<file path="config.mk">
export PLATFORM = sky130hd
export DESIGN_NAME = i2s_tx_serializer_flat
export DESIGN_NICKNAME = d
export VERILOG_FILES = /design/src/rtl/i2s_pkg.sv /design/src/rtl/i2s_tx_serializer_if.sv /design/src/rtl/i2s_clkgen.sv /design/src/rtl/i2s_tx_serializer.sv /design/src/flat_wrapper.sv
export SDC_FILE = /design/constraint.sdc
export NUM_CORES = 1
export LEC_CHECK = 0
export BUFFER_PORTS_ARGS = -buffer_cell sky130_fd_sc_hd__buf_2
export CAP_MARGIN = 15
export CORE_MARGIN = 2
export CORE_UTILIZATION = 55
export CTS_CLUSTER_SIZE = 20
export DETAILED_ROUTE_END_ITERATION = 6
export PLACE_DENSITY = 0.88
export REMOVE_ABC_BUFFERS = 1
export SYNTH_ARGS = -nofsm -noshare
export SYNTH_HDL_FRONTEND = slang
export SYNTH_SLANG_ARGS = --single-unit
</file>
<file path="constraint.sdc">
create_clock -name clk -period 4.3 [get_ports clk]
set_input_delay 0.43 -clock clk [delete_from_list [all_inputs] [get_ports clk]]
set_output_delay 0.43 -clock clk [all_outputs]
set_load 0.005 [all_outputs]
</file>
<file path="src/rtl/i2s_pkg.sv">
// i2s_pkg: shared types and default geometry for the I2S playback serializer.
// The default sample/slot widths match the 24-bit-in-32-bit-slot codec setup.
package i2s_pkg;

   localparam int BCLK_DIV_DEF = 16;
   localparam int SLOT_W_DEF   = 32;
   localparam int SAMPLE_W_DEF = 24;

   typedef logic signed [SAMPLE_W_DEF-1:0] sample_t;

   typedef struct packed {
      sample_t left;
      sample_t right;
   } stereo_t;

   // Counter width able to hold 0..n-1, never narrower than one bit.
   function automatic int cnt_w(input int n);
      return (n <= 2) ? 1 : $clog2(n);
   endfunction

endpackage

</file>
<file path="src/rtl/i2s_tx_serializer_if.sv">
// i2s_tx_serializer_if: valid/ready sample-pair stream feeding the serializer.
// master = upstream fetcher, slave = serializer holding register.
interface i2s_tx_serializer_if
   import i2s_pkg::*;
#(
   parameter int SAMPLE_W = SAMPLE_W_DEF
);

   logic                       s_valid;
   logic                       s_ready;
   logic signed [SAMPLE_W-1:0] s_left;
   logic signed [SAMPLE_W-1:0] s_right;

   modport master (output s_valid, output s_left, output s_right, input s_ready);
   modport slave  (input s_valid, input s_left, input s_right, output s_ready);

endinterface

</file>
<file path="src/rtl/i2s_clkgen.sv">
// i2s_clkgen: divides the fabric clock into bclk and walks the frame bit
// counter / word select. fall_evt_o marks the clk in which bclk goes 1->0;
// bit_cnt_o is the count that takes effect at that edge, so the parent can
// register data for the new bit position in the same clk.
module i2s_clkgen
   import i2s_pkg::*;
#(
   parameter  int BCLK_DIV = BCLK_DIV_DEF,
   parameter  int SLOT_W   = SLOT_W_DEF,
   localparam int DIV_W    = cnt_w(BCLK_DIV),
   localparam int BIT_W    = cnt_w(2*SLOT_W)
) (
   input  logic             clk,
   input  logic             rstn,
   output logic             bclk_o,
   output logic             lrclk_o,
   output logic             fall_evt_o,
   output logic [BIT_W-1:0] bit_cnt_o
);

   logic [DIV_W-1:0] div_cnt_q, div_cnt_d;
   logic             bclk_q, bclk_d;
   logic [BIT_W-1:0] bit_cnt_q, bit_cnt_d;
   logic             lrclk_q, lrclk_d;
   logic             div_tc;
   logic             fall_evt;

   // Next-state: divider, bclk toggle, and bit/word-select advance on bclk fall.
   always_comb begin
      div_tc    = (div_cnt_q == DIV_W'(BCLK_DIV-1));
      div_cnt_d = div_tc ? '0 : div_cnt_q + 1'b1;
      bclk_d    = div_tc ? ~bclk_q : bclk_q;
      fall_evt  = div_tc && bclk_q;
      bit_cnt_d = bit_cnt_q;
      lrclk_d   = lrclk_q;
      if (fall_evt) begin
         bit_cnt_d = (bit_cnt_q == BIT_W'(2*SLOT_W-1)) ? '0 : bit_cnt_q + 1'b1;
         lrclk_d   = (bit_cnt_d >= BIT_W'(SLOT_W));
      end
   end

   // Timing state; reset parks the counter on the last bit so the first fall loads a frame.
   always_ff @(posedge clk or negedge rstn) begin
      if (!rstn) begin
         div_cnt_q <= '0;
         bclk_q    <= 1'b0;
         bit_cnt_q <= BIT_W'(2*SLOT_W-1);
         lrclk_q   <= 1'b1;
      end else begin
         div_cnt_q <= div_cnt_d;
         bclk_q    <= bclk_d;
         bit_cnt_q <= bit_cnt_d;
         lrclk_q   <= lrclk_d;
      end
   end

   assign bclk_o     = bclk_q;
   assign lrclk_o    = lrclk_q;
   assign fall_evt_o = fall_evt;
   assign bit_cnt_o  = bit_cnt_d;

endmodule

</file>
<file path="src/rtl/i2s_tx_serializer.sv">
// i2s_tx_serializer: Philips I2S playback serializer with a one-pair holding
// register. All I2S outputs change only in the clk of a bclk falling event.
// Optional build macro I2S_TX_HOLD_LAST_EN: when defined, an underrun frame
// replays the previous pair instead of sending silence.
module i2s_tx_serializer
   import i2s_pkg::*;
#(
   parameter int BCLK_DIV = BCLK_DIV_DEF,
   parameter int SLOT_W   = SLOT_W_DEF,
   parameter int SAMPLE_W = SAMPLE_W_DEF
) (
   input  logic                 clk,
   input  logic                 rstn,
   i2s_tx_serializer_if.slave   s_if,
   output logic                 i2s_bclk,
   output logic                 i2s_lrclk,
   output logic                 i2s_sdata,
   output logic                 underrun,
   output logic                 frame_start
);

   localparam int BIT_W = cnt_w(2*SLOT_W);

   typedef struct packed {
      logic signed [SAMPLE_W-1:0] left;
      logic signed [SAMPLE_W-1:0] right;
   } pair_t;

   pair_t                      hold_q, hold_d;
   pair_t                      frame_q, frame_d;
   logic                       hold_valid_q, hold_valid_d;
   logic                       sdata_q, sdata_d;
   logic                       underrun_q, underrun_d;
   logic                       frame_start_q, frame_start_d;

   logic                       fall_evt;
   logic [BIT_W-1:0]           bit_cnt;
   logic                       accept;
   logic                       load;
   logic                       in_right;
   logic [BIT_W-1:0]           pos;
   logic signed [SAMPLE_W-1:0] slot_sample;
   logic                       slot_bit;

   i2s_clkgen #(
      .BCLK_DIV (BCLK_DIV),
      .SLOT_W   (SLOT_W)
   ) u_clkgen (
      .clk        (clk),
      .rstn       (rstn),
      .bclk_o     (i2s_bclk),
      .lrclk_o    (i2s_lrclk),
      .fall_evt_o (fall_evt),
      .bit_cnt_o  (bit_cnt)
   );

   assign s_if.s_ready = !hold_valid_q;

   // Bit selection for the new position: MSB sits one bclk after the slot start.
   always_comb begin
      in_right    = (bit_cnt >= BIT_W'(SLOT_W));
      pos         = in_right ? bit_cnt - BIT_W'(SLOT_W) : bit_cnt;
      slot_sample = in_right ? frame_q.right : frame_q.left;
      slot_bit    = 1'b0;
      for (int k = 0; k < SAMPLE_W; k++) begin
         if (pos == BIT_W'(SAMPLE_W-k)) slot_bit = slot_sample[k];
      end
   end

   // Handshake, frame load and serial data next-state.
   always_comb begin
      accept        = s_if.s_valid && !hold_valid_q;
      load          = fall_evt && (bit_cnt == '0);
      hold_d        = hold_q;
      hold_valid_d  = hold_valid_q;
      frame_d       = frame_q;
      sdata_d       = sdata_q;
      underrun_d    = 1'b0;
      frame_start_d = 1'b0;
      if (accept) begin
         hold_d.left  = s_if.s_left;
         hold_d.right = s_if.s_right;
         hold_valid_d = 1'b1;
      end
      if (fall_evt) sdata_d = slot_bit;
      if (load) begin
         frame_start_d = 1'b1;
         if (hold_valid_q) begin
            frame_d      = hold_q;
            hold_valid_d = 1'b0;
         end else begin
            underrun_d = 1'b1;
`ifdef I2S_TX_HOLD_LAST_EN
            frame_d    = frame_q;
`else
            frame_d    = '0;
`endif
         end
      end
   end

   // Control, frame register and output flops; reset discards any held pair.
   always_ff @(posedge clk or negedge rstn) begin
      if (!rstn) begin
         hold_valid_q  <= 1'b0;
         frame_q       <= '0;
         sdata_q       <= 1'b0;
         underrun_q    <= 1'b0;
         frame_start_q <= 1'b0;
      end else begin
         hold_valid_q  <= hold_valid_d;
         frame_q       <= frame_d;
         sdata_q       <= sdata_d;
         underrun_q    <= underrun_d;
         frame_start_q <= frame_start_d;
      end
   end

   // Holding register payload; only meaningful while hold_valid_q is set.
   always_ff @(posedge clk) begin
      hold_q <= hold_d;
   end

   assign i2s_sdata   = sdata_q;
   assign underrun    = underrun_q;
   assign frame_start = frame_start_q;

endmodule

</file>
<file path="src/flat_wrapper.sv">
// flat-port wrapper written by rule: the top's interface ports become plain ports
module i2s_tx_serializer_flat import i2s_pkg::*;
#(
   parameter int BCLK_DIV = BCLK_DIV_DEF,
   parameter int SLOT_W   = SLOT_W_DEF,
   parameter int SAMPLE_W = SAMPLE_W_DEF
)
  (clk, rstn, i2s_bclk, i2s_lrclk, i2s_sdata, underrun, frame_start, s_if_s_valid, s_if_s_left, s_if_s_right, s_if_s_ready);
  i2s_tx_serializer_if #(.SAMPLE_W(SAMPLE_W)) s_if_i ();
  input  logic clk;
  input  logic rstn;
  output logic i2s_bclk;
  output logic i2s_lrclk;
  output logic i2s_sdata;
  output logic underrun;
  output logic frame_start;
  input wire logic [$bits(s_if_i.s_valid)-1:0] s_if_s_valid;
  input wire logic [$bits(s_if_i.s_left)-1:0] s_if_s_left;
  input wire logic [$bits(s_if_i.s_right)-1:0] s_if_s_right;
  output wire logic [$bits(s_if_i.s_ready)-1:0] s_if_s_ready;
  assign s_if_i.s_valid = s_if_s_valid;
  assign s_if_i.s_left = s_if_s_left;
  assign s_if_i.s_right = s_if_s_right;
  assign s_if_s_ready = s_if_i.s_ready;
  i2s_tx_serializer #(.BCLK_DIV(BCLK_DIV), .SLOT_W(SLOT_W), .SAMPLE_W(SAMPLE_W)) u_core (.clk(clk), .rstn(rstn), .s_if(s_if_i), .i2s_bclk(i2s_bclk), .i2s_lrclk(i2s_lrclk), .i2s_sdata(i2s_sdata), .underrun(underrun), .frame_start(frame_start));
endmodule
</file>
==> results.ini, run 1 <==
[outcome]
status=finished, final reports clean

[floorplanning]
dieArea_mm2=0.0101
start_util=0.560
dieWidth_um=100
core_mm2=0.00915
ios=57
die_h_um=100
rows=35

[drt]
wl_um=10500
num_vias=3788
final_antenna_net_count=0
firstDrtPassIters=5
viasPerCell=5.93
drtIter0Drc=283
post-route-drc-count=0
avgRoutedWirePerCell_um=16.4

[sta]
finalMaxSlewViolations=0
min_period_ps=3320
hold_slack_ps=192
fmax_ghz=0.301
grt_setup_unrepaired=false
period_share=0.772
worstMarginPinSlew_ps=1070
finClkSkew_ps=15.8
relSlewSlack=0.278
finalHoldViolations=0
finalSetupViolations=0

[grt]
antenna_found_initial=0
met2_usage=0.354
overflow=0
grt_start_max_net_pins=65
grt_use_total=0.223
grt_pass1_vias=3574
met1_usage=0.307
top_usage_layer=met2
grt_first_pass_wirelength_um=17400
use_met3=0.0485

[synth]
synth_area_mm2=0.00512
avgSynthCellArea_um2=10.7
yosysUniqueCellTypes=60
yosys_register_bits=112
yosysMostFrequentCell=nand2_1
synth_commonest_cells=nand2_1 (110), nand3_1 (67), dfrtp_1 (57), edfxtp_1 (48), o21ai_0 (18)
synth-main-ff-cell=dfrtp_1
yosysSeqAreaShare=0.596
synth.top_cell.area_share=0.281
ys_top_cells_by_area=edfxtp_1 (28%), dfrtp_1 (28%), nand2_1 (8.1%)
synth_edf_count=48
yosysTopAreaCell=edfxtp_1
synth-async-reset-ratio=0.571
synth_cells=480
ys.warnings.count=0

[finish]
utilization=0.620
synthToLayoutAreaGrowth_pct=10.8
drive_gt1_frac=0.212
stdcell_count=639
nets=576
diodes=0

[clocking]
insertion_delay_ps=390
cts-root-buf=clkbuf_8
cts_tree=built
ctsHoldBuffers=0
post_cts_buffers=0
cts_sinks=112
cts_repair_resize_count=0
cts_max_path_buffers=2
path_clk_slew_ps=110
htree_num_levels=3
numCtsBuffers=9

[critical_path]
path_cells=ha_1 > nand3_1 > o21ai_1 > o211ai_1 > or2_2 > a211oi_1 > a2111oi_4 > a211oi_1 > o21ai_1
cpPeakStageDelay_ps=680
path_class=reg -> reg
cpMaxStageDelayCell=dfstp_2
crit_start=u_core.u_clkgen.bit_cnt_q[0]$_DFF_PN1_
critPathMaxFanout=16
r2r_start=u_core.u_clkgen.bit_cnt_q[0]$_DFF_PN1_
end_kind=register
start_kind=register
crit_required_ps=4570
crit_arrival_ps=3590

[power_and_ir_drop]
peakVddDrop_uv=292
total_power_mw=1.80
powerDensity_mw_per_mm2=318
p_leak_nw=2.51

[job]
cap_violations=0

[placed_design]
portBuffers=56
hpwlAfterDp_um=7230
placedCellCount=622
routabilityCongestion=0.938

[hold_path]
hp-class=in -> async

[state kept, by name, summed over array words and instances, names as in the netlist]
register,flops
u_core.hold_valid_q,1
u_core.underrun,1
u_core.u_clkgen.lrclk_o,1
u_core.frame_q,48
u_core.u_clkgen.div_cnt_q,4
u_core.u_clkgen.bclk_o,1
u_core.i2s_sdata,1
u_core.u_clkgen.bit_cnt_q,6
u_core.frame_start,1
u_core.hold_q,48
[critical path: cells and delay by family (launching register included)]
family          cells  cell delay (ps)
fa+ha+maj           1              350
simple gates        2              650
flops               1              680
compound gates      6             1520
[report_power, final]
group          internal, mW  leakage [nW]  switching [mW]
logic                0.0220          1.13          0.0372
clock network         0.226        0.0933           0.377
registers              1.14          1.29         0.00464
[through the flow]
step | cell area, µm² | setup TNS, ps | setup WS, ps
2_1_floorplan | 4970 | -12050 | -246
3_3_place_gp | 5460 | 0 | 1140
4_1_cts | 5650 | 0 | 1030
3_5_place_dp | 5460 | 0 | 1070
5_1_grt | 5670 | 0 | 675
6_report | 5670 | 0 | 981
[metal layers]
layer  vias up  routed length (µm)  part of all wire
li1       1804                   -                 -
met1      1844                4590              0.44
met2       124                5150              0.49
met3        16                 534             0.051
met4         0                 180             0.017
met5         -                   0                 0
[area by class of cell]
type,count,area (µm²)
Fill cell,738,3480
Sequential cell,112,3050
Multi-Input combinational cell,326,1900
Timing Repair Buffer,65,360
Tap cell,111,139
Clock buffer,10,128
Clock inverter,6,63.8
Inverter,9,33.8
[final timing paths]
check	endpoint	cells past startpoint	slack (ps)
setup reg to reg	u_core.i2s_sdata$_DFFE_PN0N_	9	980
max in group asynchronous	u_core.frame_start$_DFF_PN0_	2	3570
setup / recovery	u_core.i2s_sdata$_DFFE_PN0N_	9	980
hold / removal	u_core.frame_q[4]$_DFFE_PN0P_	2	190
min in group clk	u_core.hold_q[22]$_DFFE_PP_	1	210
hold reg to reg	u_core.frame_q[43]$_DFFE_PN0P_	2	470
[logic make-up after synthesis]
family | share of synthesized area
AOI/OAI and AO/OA | 0.124
adders and majority gates | 0.00489
xor gates and xnor gates | 0.00513
DFF | 0.596
and+or+nand+nor | 0.216
muxes | 0.0183
buffers and inverters | 0.0359
[layout by cell type (no fill, tap or decap), types with 4 or more instances in the layout]
master and count:
a21boi_0 5, buf_2 56, edfxtp_1 48, nor2_1 11, dfstp_2 7, clkbuf_8 9
o21ai_0 18, nand2_1 110, o21ai_1 4, buf_4 8, a211oi_1 7, dfrtp_1 57
or2_2 6, mux2i_1 6, and3_1 9, nand3_1 67, inv_1 8, o211ai_1 9
a21oi_1 5
No activity file was read; power rests on OpenSTA's default activity.
==> run 2: changes to the inputs <==
- clock period: 4.3 -> 3.1 ns (I/O delays scaled with it)
==> results.ini, run 2 (synthesis gave the netlist of run 1 again) <==
[outcome]
status=finished with violations
violations=negative hold slack

[drt]
firstDrtPassIters=5  ; unchanged
avgRoutedWirePerCell_um=17.0  ; +4.0%
post-route-drc-count=0  ; unchanged
drtIter0Drc=267  ; -5.7%
wl_um=11300  ; +8.5%
viasPerCell=5.90  ; -0.53%
num_vias=3933  ; +3.8%
final_antenna_net_count=0  ; unchanged

[placed_design]
routabilityCongestion=0.857  ; -8.6%
placedCellCount=647  ; +4.0%
dp_slack_ps=108  ; -959 ps
portBuffers=56  ; unchanged
place_area_mm2=0.00566  ; +3.7%
hpwlAfterDp_um=8480  ; +17%

[critical_path]
crit_required_ps=3360  ; -1210 ps
end_kind=register
r2r_start=u_core.u_clkgen.div_cnt_q[0]$_DFF_PN0_
r2r_end=u_core.i2s_sdata$_DFFE_PN0N_
crit_arrival_ps=3190  ; -400 ps
crit_start=u_core.u_clkgen.div_cnt_q[0]$_DFF_PN0_
reg2reg_depth=9  ; unchanged
start_kind=register
path_class=reg -> reg
critPathMaxFanout=10  ; -6
worst-r2r-setup-slack_ps=180  ; -800 ps

[finish]
largestRegisters=u_core.frame_q: 48 flops, u_core.hold_q: 48 flops, u_core.u_clkgen.bit_cnt_q: 6 flops
diodes=0  ; unchanged
drive_gt1_frac=0.259  ; +0.0469
final_common_cell=nand2_1
final_cell_mix=nand2_1 (110), nand3_1 (67), dfrtp_1 (57), buf_2 (56), edfxtp_1 (48)
utilization=0.644  ; +0.0238
final_area_mm2=0.00589  ; +3.8%
synthToLayoutAreaGrowth_pct=15.1
stdcell_count=667  ; +4.4%
nets=604  ; +4.9%

[clocking]
htree_num_levels=3  ; unchanged
insertion_delay_ps=370  ; -20 ps
ctsHoldBuffers=0  ; unchanged
path_clk_slew_ps=120  ; about the same
cts_max_path_buffers=2  ; unchanged
cts_tree=built
cts-root-buf=clkbuf_8
numCtsBuffers=9  ; unchanged
cts_sinks=112  ; unchanged

[power_and_ir_drop]
total_power_mw=2.49  ; +38%
clock_power_share=0.332  ; -0.003
p_int_mw=1.92  ; +39%
powerDensity_mw_per_mm2=422  ; +33%
p_sw_frac=0.229  ; -0.00303
p_leak_nw=2.66  ; +5.7%
seqPwrFrac=0.636  ; +0.004
switchingPower_mw=0.571  ; +36%
peakVddDrop_uv=256  ; -12%
combPwrFrac=0.032  ; about the same

[grt]
grt_pass1_vias=3798  ; +6.3%
grt_use_total=0.235  ; +0.0122
antenna_found_initial=0  ; unchanged
grt_start_max_net_pins=52  ; -20%
grt_first_pass_wirelength_um=18500  ; +6.4%
overflow=0  ; unchanged

[sta]
setup_slack_ps=176  ; -805 ps
finalHoldViolations=3  ; +3
finalSetupViolations=0  ; unchanged
finClkSkew_ps=16.5  ; +0.779 ps
period_share=0.943  ; +0.171
worstMarginPinSlew_ps=932  ; -137 ps
finalMaxSlewViolations=0  ; unchanged
min_period_ps=2920  ; -395 ps
fmax_ghz=0.342  ; +14%
hold_slack_ps=-11.4  ; -203 ps
relSlewSlack=0.371  ; +0.0926

[job]
cap_violations=0  ; unchanged

[floorplanning]
rows=35  ; unchanged
dieWidth_um=100  ; unchanged
ios=57  ; unchanged
core_mm2=0.00915  ; unchanged
dieArea_mm2=0.0101  ; unchanged
die_h_um=100  ; unchanged
start_util=0.560  ; unchanged

[hold_path]
hp-class=in -> async

-- run 2: cell count changes in the layout (fill, tap and decap cells not counted), sizes merged --
cell	previous run	this run
clkinvlp	1	0
clkinv	4	3
buf	65	93
inv	10	12
-- run 2: worst max path at each step --
stage,slack (ps),end
global route,-2,u_core.i2s_sdata$_DFFE_PN0N_
floorplan,-1450,u_core.frame_q[0]$_DFFE_PN0P_
global placement,80,u_core.i2s_sdata$_DFFE_PN0N_
detailed placement,110,u_core.i2s_sdata$_DFFE_PN0N_
finish,180,u_core.i2s_sdata$_DFFE_PN0N_
CTS,100,u_core.i2s_sdata$_DFFE_PN0N_
-- run 2: final cells by class --
cell class                 instances  area [µm²]
clock buffer                      10         128
tap                              111         139
fill                             725        3260
multi-input combinational        326        1910
timing repair buffer              93         571
clock inverter                     6        57.6
sequential                       112        3050
inverter                           9        33.8
-- run 2: repair_timing --
item                       4_1_cts  5_1_grt
resized for setup                0        4
setup endpoints to repair        0       39
setup buffers                    0        4
-- run 2: metal layers --
layer	part of all wire	GRT usage	wire length, µm	vias up
met3	0.053	0.0472	605	14
met1	0.43	0.312	4900	1906
met2	0.50	0.394	5680	144
li1	-	-	-	1869
met4	0.014	0.0695	159	0
met5	0	0	0	-
-- run 2: worst max-delay path, stage by stage (launching register included) --
cell,delay [ps]
dfrtp_1,420
ha_2,280
nand4_4,160
or4_1,720
and3_1,270
o31a_1,240
o31ai_2,330
a2111oi_4,100
a211oi_1,210
o21ai_1,90
-- run 2: power groups by stage --
stage | logic (mW) | clock network, mW | registers [mW]
2_1_floorplan | 0.0122 | 0 | 1.62
3_3_place_gp | 0.0774 | 0 | 1.61
3_5_place_dp | 0.0826 | 0 | 1.61
4_1_cts | 0.0828 | 0.847 | 1.58
5_1_grt | 0.0918 | 0.897 | 1.58
6_report | 0.0808 | 0.826 | 1.58
-- run 2: per-stage QoR --
| step | hold WS, ps | setup TNS, ps |
|---|---|---|
| 2_1_floorplan | 14.4 | -94670 |
| 3_3_place_gp | 392 | 0 |
| 3_5_place_dp | 416 | 0 |
| 4_1_cts | 14.9 | 0 |
| 5_1_grt | 38.8 | -1.93 |
| 6_report | -11.4 | 0 |
